## config.mk

```make
export PLATFORM = sky130hd
export DESIGN_NAME = grid_serializer_flat
export DESIGN_NICKNAME = d
export VERILOG_FILES = /design/src/rtl/grid_serializer_if.sv /design/src/rtl/grid_serializer.sv /design/src/flat_wrapper.sv
export SDC_FILE = /design/constraint.sdc
export NUM_CORES = 1
export LEC_CHECK = 0
export ABC_CLOCK_PERIOD_IN_PS = 4000
export CAP_MARGIN = 20
export CORE_MARGIN = 3
export CORE_UTILIZATION = 51
export DETAILED_ROUTE_END_ITERATION = 7
export PLACE_DENSITY_LB_ADDON = 0.3
export SYNTH_ARGS = -nofsm -noshare
export SYNTH_HDL_FRONTEND = slang
export SYNTH_SLANG_ARGS = --single-unit
```

## constraint.sdc

```tcl
create_clock -name clk -period 4 [get_ports clk]
set_input_delay 0.8 -clock clk [delete_from_list [all_inputs] [get_ports clk]]
set_output_delay 0.8 -clock clk [all_outputs]
set_load 0.005 [all_outputs]
```

## src/rtl/grid_serializer_if.sv

```systemverilog
// Bit-stream channel between the grid serializer and its downstream consumer.
// The serializer is the master; the consumer supplies backpressure through out_ready.
interface grid_serializer_if;
   logic out_valid;
   logic out_ready;
   logic out_bit;
   logic out_sof;
   logic out_eol;
   logic out_eof;

   modport master (
      output out_valid, out_bit, out_sof, out_eol, out_eof,
      input  out_ready
   );

   modport slave (
      input  out_valid, out_bit, out_sof, out_eol, out_eof,
      output out_ready
   );
endinterface

```

## src/rtl/grid_serializer.sv

```systemverilog
// Snapshots a ROWS x COLS cell grid and streams it row-major, one bit per accepted
// transfer, with frame/line markers and a live-cell count reported at frame end.
module grid_serializer #(
   parameter  int ROWS  = 16,
   parameter  int COLS  = 16,
   localparam int CNT_W = $clog2(ROWS * COLS + 1),
   localparam int ROW_W = (ROWS > 1) ? $clog2(ROWS) : 1,
   localparam int COL_W = (COLS > 1) ? $clog2(COLS) : 1
) (
   input  logic                       clk,
   input  logic                       reset,
   input  logic [ROWS-1:0][COLS-1:0]  grid,
   input  logic                       start,
   output logic                       busy,
   output logic [CNT_W-1:0]           pop_count,
   output logic                       pop_valid,
   grid_serializer_if.master          stream
);

   typedef enum logic [1:0] {IDLE, SEND, DONE} state_t;

   state_t                      state_r;
   state_t                      state_s;
   logic [ROWS-1:0][COLS-1:0]   shadow_r;
   logic [ROW_W-1:0]            row_r;
   logic [COL_W-1:0]            col_r;
   logic [CNT_W-1:0]            acc_r;
   logic [CNT_W-1:0]            pop_count_r;
   logic                        valid_s;
   logic                        bit_s;
   logic                        row_end_s;
   logic                        last_s;
   logic                        xfer_s;

   assign valid_s   = (state_r == SEND);
   assign row_end_s = (col_r == COL_W'(COLS - 1));
   assign last_s    = row_end_s && (row_r == ROW_W'(ROWS - 1));
   assign bit_s     = valid_s ? shadow_r[row_r][col_r] : 1'b0;
   assign xfer_s    = valid_s && stream.out_ready;

   // Markers are qualified by valid so the channel is all-zero outside SEND.
   assign stream.out_valid = valid_s;
   assign stream.out_bit   = bit_s;
   assign stream.out_sof   = valid_s && (row_r == ROW_W'(0)) && (col_r == COL_W'(0));
   assign stream.out_eol   = valid_s && row_end_s;
   assign stream.out_eof   = valid_s && last_s;

   assign busy      = (state_r != IDLE);
   assign pop_valid = (state_r == DONE);
   assign pop_count = pop_count_r;

   // Next-state decode.
   always_comb begin
      state_s = state_r;
      case (state_r)
         IDLE: begin
            if (start) state_s = SEND;
            else       state_s = IDLE;
         end
         SEND: begin
            if (xfer_s && last_s) state_s = DONE;
            else                  state_s = SEND;
         end
         DONE:    state_s = IDLE;
         default: state_s = IDLE;
      endcase
   end

   // State, snapshot, scan indices and live-cell accumulation.
   always_ff @(posedge clk) begin
      if (reset) begin
         state_r     <= IDLE;
         shadow_r    <= '0;
         row_r       <= '0;
         col_r       <= '0;
         acc_r       <= '0;
         pop_count_r <= '0;
      end else begin
         state_r <= state_s;
         case (state_r)
            IDLE: begin
               if (start) begin
                  shadow_r <= grid;
                  row_r    <= '0;
                  col_r    <= '0;
                  acc_r    <= '0;
               end
            end
            SEND: begin
               if (xfer_s) begin
                  acc_r <= acc_r + CNT_W'(bit_s);
                  if (last_s) begin
                     row_r       <= '0;
                     col_r       <= '0;
                     pop_count_r <= acc_r + CNT_W'(bit_s);
                  end else if (row_end_s) begin
                     row_r <= row_r + ROW_W'(1);
                     col_r <= '0;
                  end else begin
                     col_r <= col_r + COL_W'(1);
                  end
               end
            end
            DONE: begin
            end
            default: begin
            end
         endcase
      end
   end

endmodule

```

## src/flat_wrapper.sv

```systemverilog
// flat-port wrapper written by rule: the top's interface ports become plain ports
module grid_serializer_flat 
#(
   parameter  int ROWS  = 16,
   parameter  int COLS  = 16,
   localparam int CNT_W = $clog2(ROWS * COLS + 1),
   localparam int ROW_W = (ROWS > 1) ? $clog2(ROWS) : 1,
   localparam int COL_W = (COLS > 1) ? $clog2(COLS) : 1
)
  (clk, reset, grid, start, busy, pop_count, pop_valid, stream_out_valid, stream_out_bit, stream_out_sof, stream_out_eol, stream_out_eof, stream_out_ready);
  grid_serializer_if stream_i ();
  input  logic clk;
  input  logic reset;
  input  logic [ROWS-1:0][COLS-1:0] grid;
  input  logic start;
  output logic busy;
  output logic [CNT_W-1:0] pop_count;
  output logic pop_valid;
  output wire logic [$bits(stream_i.out_valid)-1:0] stream_out_valid;
  output wire logic [$bits(stream_i.out_bit)-1:0] stream_out_bit;
  output wire logic [$bits(stream_i.out_sof)-1:0] stream_out_sof;
  output wire logic [$bits(stream_i.out_eol)-1:0] stream_out_eol;
  output wire logic [$bits(stream_i.out_eof)-1:0] stream_out_eof;
  input wire logic [$bits(stream_i.out_ready)-1:0] stream_out_ready;
  assign stream_out_valid = stream_i.out_valid;
  assign stream_out_bit = stream_i.out_bit;
  assign stream_out_sof = stream_i.out_sof;
  assign stream_out_eol = stream_i.out_eol;
  assign stream_out_eof = stream_i.out_eof;
  assign stream_i.out_ready = stream_out_ready;
  grid_serializer #(.ROWS(ROWS), .COLS(COLS)) u_core (.clk(clk), .reset(reset), .grid(grid), .start(start), .busy(busy), .pop_count(pop_count), .pop_valid(pop_valid), .stream(stream_i));
endmodule
```

==> summary.md <==
The combinational family with the most area after synthesis is simple AND/OR/NAND/NOR gates. The die is 161 um tall. Met3 wire length: 2480 um. The tightest min-delay check is of the flop to flop type. The die is 161 um wide.

The first global-routing pass estimated 57800 um of wire. The floorplan step defined a die boundary enclosing 25900 um2. Multiplexer cells account for 11.9% of the synthesized area. The run gives 276 as the number of primary I/O pins. Walking the worst path, the cells encountered are buf_12 -> buf_6 -> mux2i_1 -> a221oi_2 -> o31a_1 -> a2111o_1 -> o32ai_2 -> o22ai_2 -> dlygate4sd2_1. Leaving out fill and tap cells, the most frequent cells in the layout are 547 x nand2_1, 281 x a21oi_1, 281 x dfxtp_1. The routed design could run at a clock period as short as 3860 ps.

Summing the areas of all compound-gate instances in the mapped netlist gives 15.4% of the synthesized area. The placer congestion estimate was 0.972; the area of all placed cells without fillers was 16200 um2. The worst setup path is launched from a flop.

The area overhead of the layout relative to synthesis is 32.2%, and the routed wire length on met2 is 18600 um. Leaving out fill and tap cells, the most frequent cell in the layout is nand2_1. The filler cells instantiated in the layout total 1963.

Dividing the detail-routed wire length by the instance count gives 18.6 um. Share of flip-flops with an asynchronous set or reset after synthesis: 0%. The highest net fanout along the worst path came out at 13. The largest net degree at the start of global routing came out at 257. Summing the sequential cell areas from Yosys gives 46.4% of the chip area. The global-route total usage across every layer is 28.0%, and the number of setup violations in the final report is 0. STA classifies the critical path endpoint as an output pin. After clock tree synthesis, the clock-pin slew on the worst setup and hold paths is 60 ps. Net switching is 24.7% of the power.

In this run the clock root is driven by a clkbuf_16. The area share of and/or/nand/nor cells after synthesis came out at 20.4%. For the logic gate share of total power, the log shows 13.6%.

Via count of the first global-routing pass: 10700. The run finished with clean final reports. The cell count after synthesis is 1477, and the final worst-path cycle share is 96.6%.

The logs give 0 for the number of max-slew violations in the final report and 18.9% for the relative slew slack. For the pin with the worst max-slew slack, the measured transition is 1220 ps. Summing internal, switching and leakage power gives 6.55 mW.

The tools report the diode insertion count for antenna repair as 0. The critical path contains buffers and inverters numbering 3 combined. In this design, the stage delay of the slowest critical-path cell is 440 ps. For the cell leakage power, the log shows 5.80 nW. The clock reaches the later pin of the worst-skew pair after 540 ps. The first routing iteration left 990 violations. The power per unit of standard cell area works out to 404 nW/um2. The highest clock frequency the design can meet was 259 MHz; the average vias per placed instance was 5.58.

In this run the power spent charging and discharging nets is 1.62 mW. After floorplanning, the core was divided into 56 placement rows. Prior to clock tree synthesis, the placed netlist has a worst setup slack of 169 ps.

The tool flagged a number of max-cap violations equal to 0. The logs give 15200 um2 for the area after detailed placement and 54 for the number of library cell types mapped by synthesis. Global routing finished with a remaining overflow of 0. For this run, design rule violations remaining after detail routing come to 0. The routed layout has 11300 vias.

Dividing the synthesized area by the synthesized cell count gives 8.30 um2. Setup repair after global routing left no endpoint under its margin. The slowest stage of the critical path is the a2111o_1 cell.

The net count reported at finish was 1960; the number of H-tree branching levels was 1. Maximum vdd drop: 0.248 mV. The total area inside the core boundary comes to 23500 um2. Count of input and output buffers: 275. In the synthesized netlist the dominant register cell turns out to be dfxtp_1. For this configuration, the core starts out at a cell density of 52.0%. Counting flops with a built-in enable in the synthesized netlist gives 0.

Registers are responsible for 47.3% of the overall power. In this run, synthesis produced a sequential element count of 284. TritonCTS built the clock tree.

Before antenna repair, the detailed router went through 5 iterations. The maximum buffer depth of the clock tree was 3; the internal power was 4.93 mW. The number of warning messages in the yosys log is 0, and the clock skew after layout is 10.1 ps. The top layer reached by signal wires was met4.

Of the total synthesized cell area, the portion taken by XOR and XNOR cells is 0.572%. At the worst endpoint, the required time is 3200 ps. For the number of routed nets with antenna violations, the log shows 0.

On the critical path the largest part of the delay comes from compound AO/OA/AOI/OAI gates. Setup slack closes at 137 ps. In the final routing, the length of wire on met1 measures 15400 um. The critical setup path kind was flop to output pin.

The logs give 0 for the count of endpoints failing hold in the final timing report and 0 ps for the total negative setup slack. The number of clock buffers added by TritonCTS is 29. Counting every sink on the clock net gives 284. The adder-cell area share of the yosys netlist is 0.613%, and the initial antenna violation count is 0. Cells with a size suffix above 1 make up 8.23% of the layout.

The mapped netlist covers 12300 um2. The share of total power dissipated in the clock network is 39.1%. The net count of the mapped netlist came out at 1743.

The routed wire length came out at 37800 um. The critical path data arrival time is 3060 ps, and the placed wire-length estimate is 27200 um.
## power by group through the flow
stage	Sequential, mW	Clock, mW	Combinational [mW]
CTS	3.09	2.57	0.891
global route	3.11	2.69	0.972
finish	3.10	2.56	0.891
floorplan	3.10	0	0.479
detailed placement	3.15	0	0.870
global placement	3.15	0	0.857
## state kept, by name, indices dropped and copies added (netlist names)
| name | flops |
|---|---|
| u_core.shadow_r | 256 |
| u_core.acc_r | 9 |
| u_core.pop_count | 9 |
| u_core.col_r | 4 |
| u_core.row_r | 4 |
| u_core.state_r | 2 |
## metal layers
layer,GRT usage (%),vias to the layer above
li1,-,5457
met1,37.3,5374
met2,47.4,427
met3,4.21,72
met4,8.80,0
met5,0,-
## cell usage after synthesis, types with 2 or more instances
| cell type | count | area share [%] |
|---|---|---|
| nand2_1 | 548 | 17 |
| dfxtp_1 | 284 | 46 |
| a21oi_1 | 281 | 11 |
| clkbuf_1 | 97 | 3.0 |
| mux4_2 | 51 | 9.4 |
| mux2i_1 | 31 | 2.5 |
| nor2_1 | 27 | 0.83 |
| a22oi_1 | 13 | 0.80 |
| nand3_1 | 12 | 0.49 |
| o21ai_0 | 11 | 0.45 |
| a211oi_1 | 9 | 0.55 |
| and3_1 | 9 | 0.46 |
| buf_2 | 7 | 0.29 |
| xnor2_1 | 7 | 0.50 |
| ha_1 | 6 | 0.61 |
| inv_1 | 6 | 0.18 |
| nor2b_1 | 6 | 0.31 |
| nor3_1 | 5 | 0.20 |
| buf_12 | 4 | 0.65 |
| buf_4 | 4 | 0.25 |
| nand4_1 | 4 | 0.20 |
| a21o_1 | 3 | 0.18 |
| a221oi_1 | 3 | 0.21 |
| a221oi_2 | 3 | 0.37 |
| buf_6 | 3 | 0.28 |
| nor3b_1 | 3 | 0.18 |
| nor4_1 | 3 | 0.15 |
| a221o_1 | 2 | 0.16 |
| a22o_1 | 2 | 0.14 |
| a32oi_1 | 2 | 0.14 |
| and2_1 | 2 | 0.10 |
| clkinv_1 | 2 | 0.061 |
| nand2b_1 | 2 | 0.10 |
| nand4b_1 | 2 | 0.14 |
| o32ai_1 | 2 | 0.14 |
| or2_1 | 2 | 0.10 |
| or3_1 | 2 | 0.10 |
## kinds of logic after synthesis
logic type | Yosys count
xor gates and xnor gates | 8
buffers and inverters | 124
and+or+nand+nor | 630
AOI/OAI and AO/OA | 343
DFF | 284
muxes | 82
adders and majority gates | 6
## repair_timing
item                                   in CTS  in global routing
setup buffers                               1                  0
gates resized for setup                    13                  4
setup endpoints to repair                   1                  2
endpoints found under the hold margin       0                  0
gates cloned                                2                  0
pin swaps                                   4                  1
hold buffers                                0                  0
## area by class of cell
cell class	count	area, um2	area share, %
Sequential cell	284	5690	35.2
Multi-Input combinational cell	1069	6060	37.4
Clock inverter	6	57.6	0.355
Inverter	8	30.0	0.185
Clock buffer	44	832	5.14
Timing Repair Buffer	302	3120	19.3
Tap cell	319	399	2.46
## final timing paths
kind                                     from                               end  slack [ps]  cells past startpoint
max              u_core.row_r[0]$_SDFFE_PP0P_                    stream_out_bit         140                      9
min          u_core.shadow_r[39]$_SDFFE_PP0P_  u_core.shadow_r[39]$_SDFFE_PP0P_         450                      2
max reg2reg      u_core.row_r[0]$_SDFFE_PP0P_  u_core.pop_count[8]$_SDFFE_PP0P_         300                     16
min reg2reg  u_core.shadow_r[39]$_SDFFE_PP0P_  u_core.shadow_r[39]$_SDFFE_PP0P_         450                      2
## worst register-to-register path, stage by stage (launching register included)
cell and delay (ps):
dfxtp_4 370, buf_4 160, bufbuf_16 280, mux2i_1 150, a221oi_2 390, o21ai_1 150, a211oi_2 270, o32ai_2 130
o22ai_2 180, ha_1 200, ha_2 220, and3_1 230, nand3_1 170, or3_1 380, a21oi_1 190, a22oi_1 90
nor2_1 80
## metrics by stage
step,std cells,util (%),hold WS (ps)
3_3_place_gp,1979,64.4,438
5_1_grt,2032,68.8,468
2_1_floorplan,1477,-,433
6_report,2032,68.8,453
4_1_cts,2032,68.7,455
3_5_place_dp,1979,64.4,447
No activity file was read; power rests on OpenSTA's default activity.
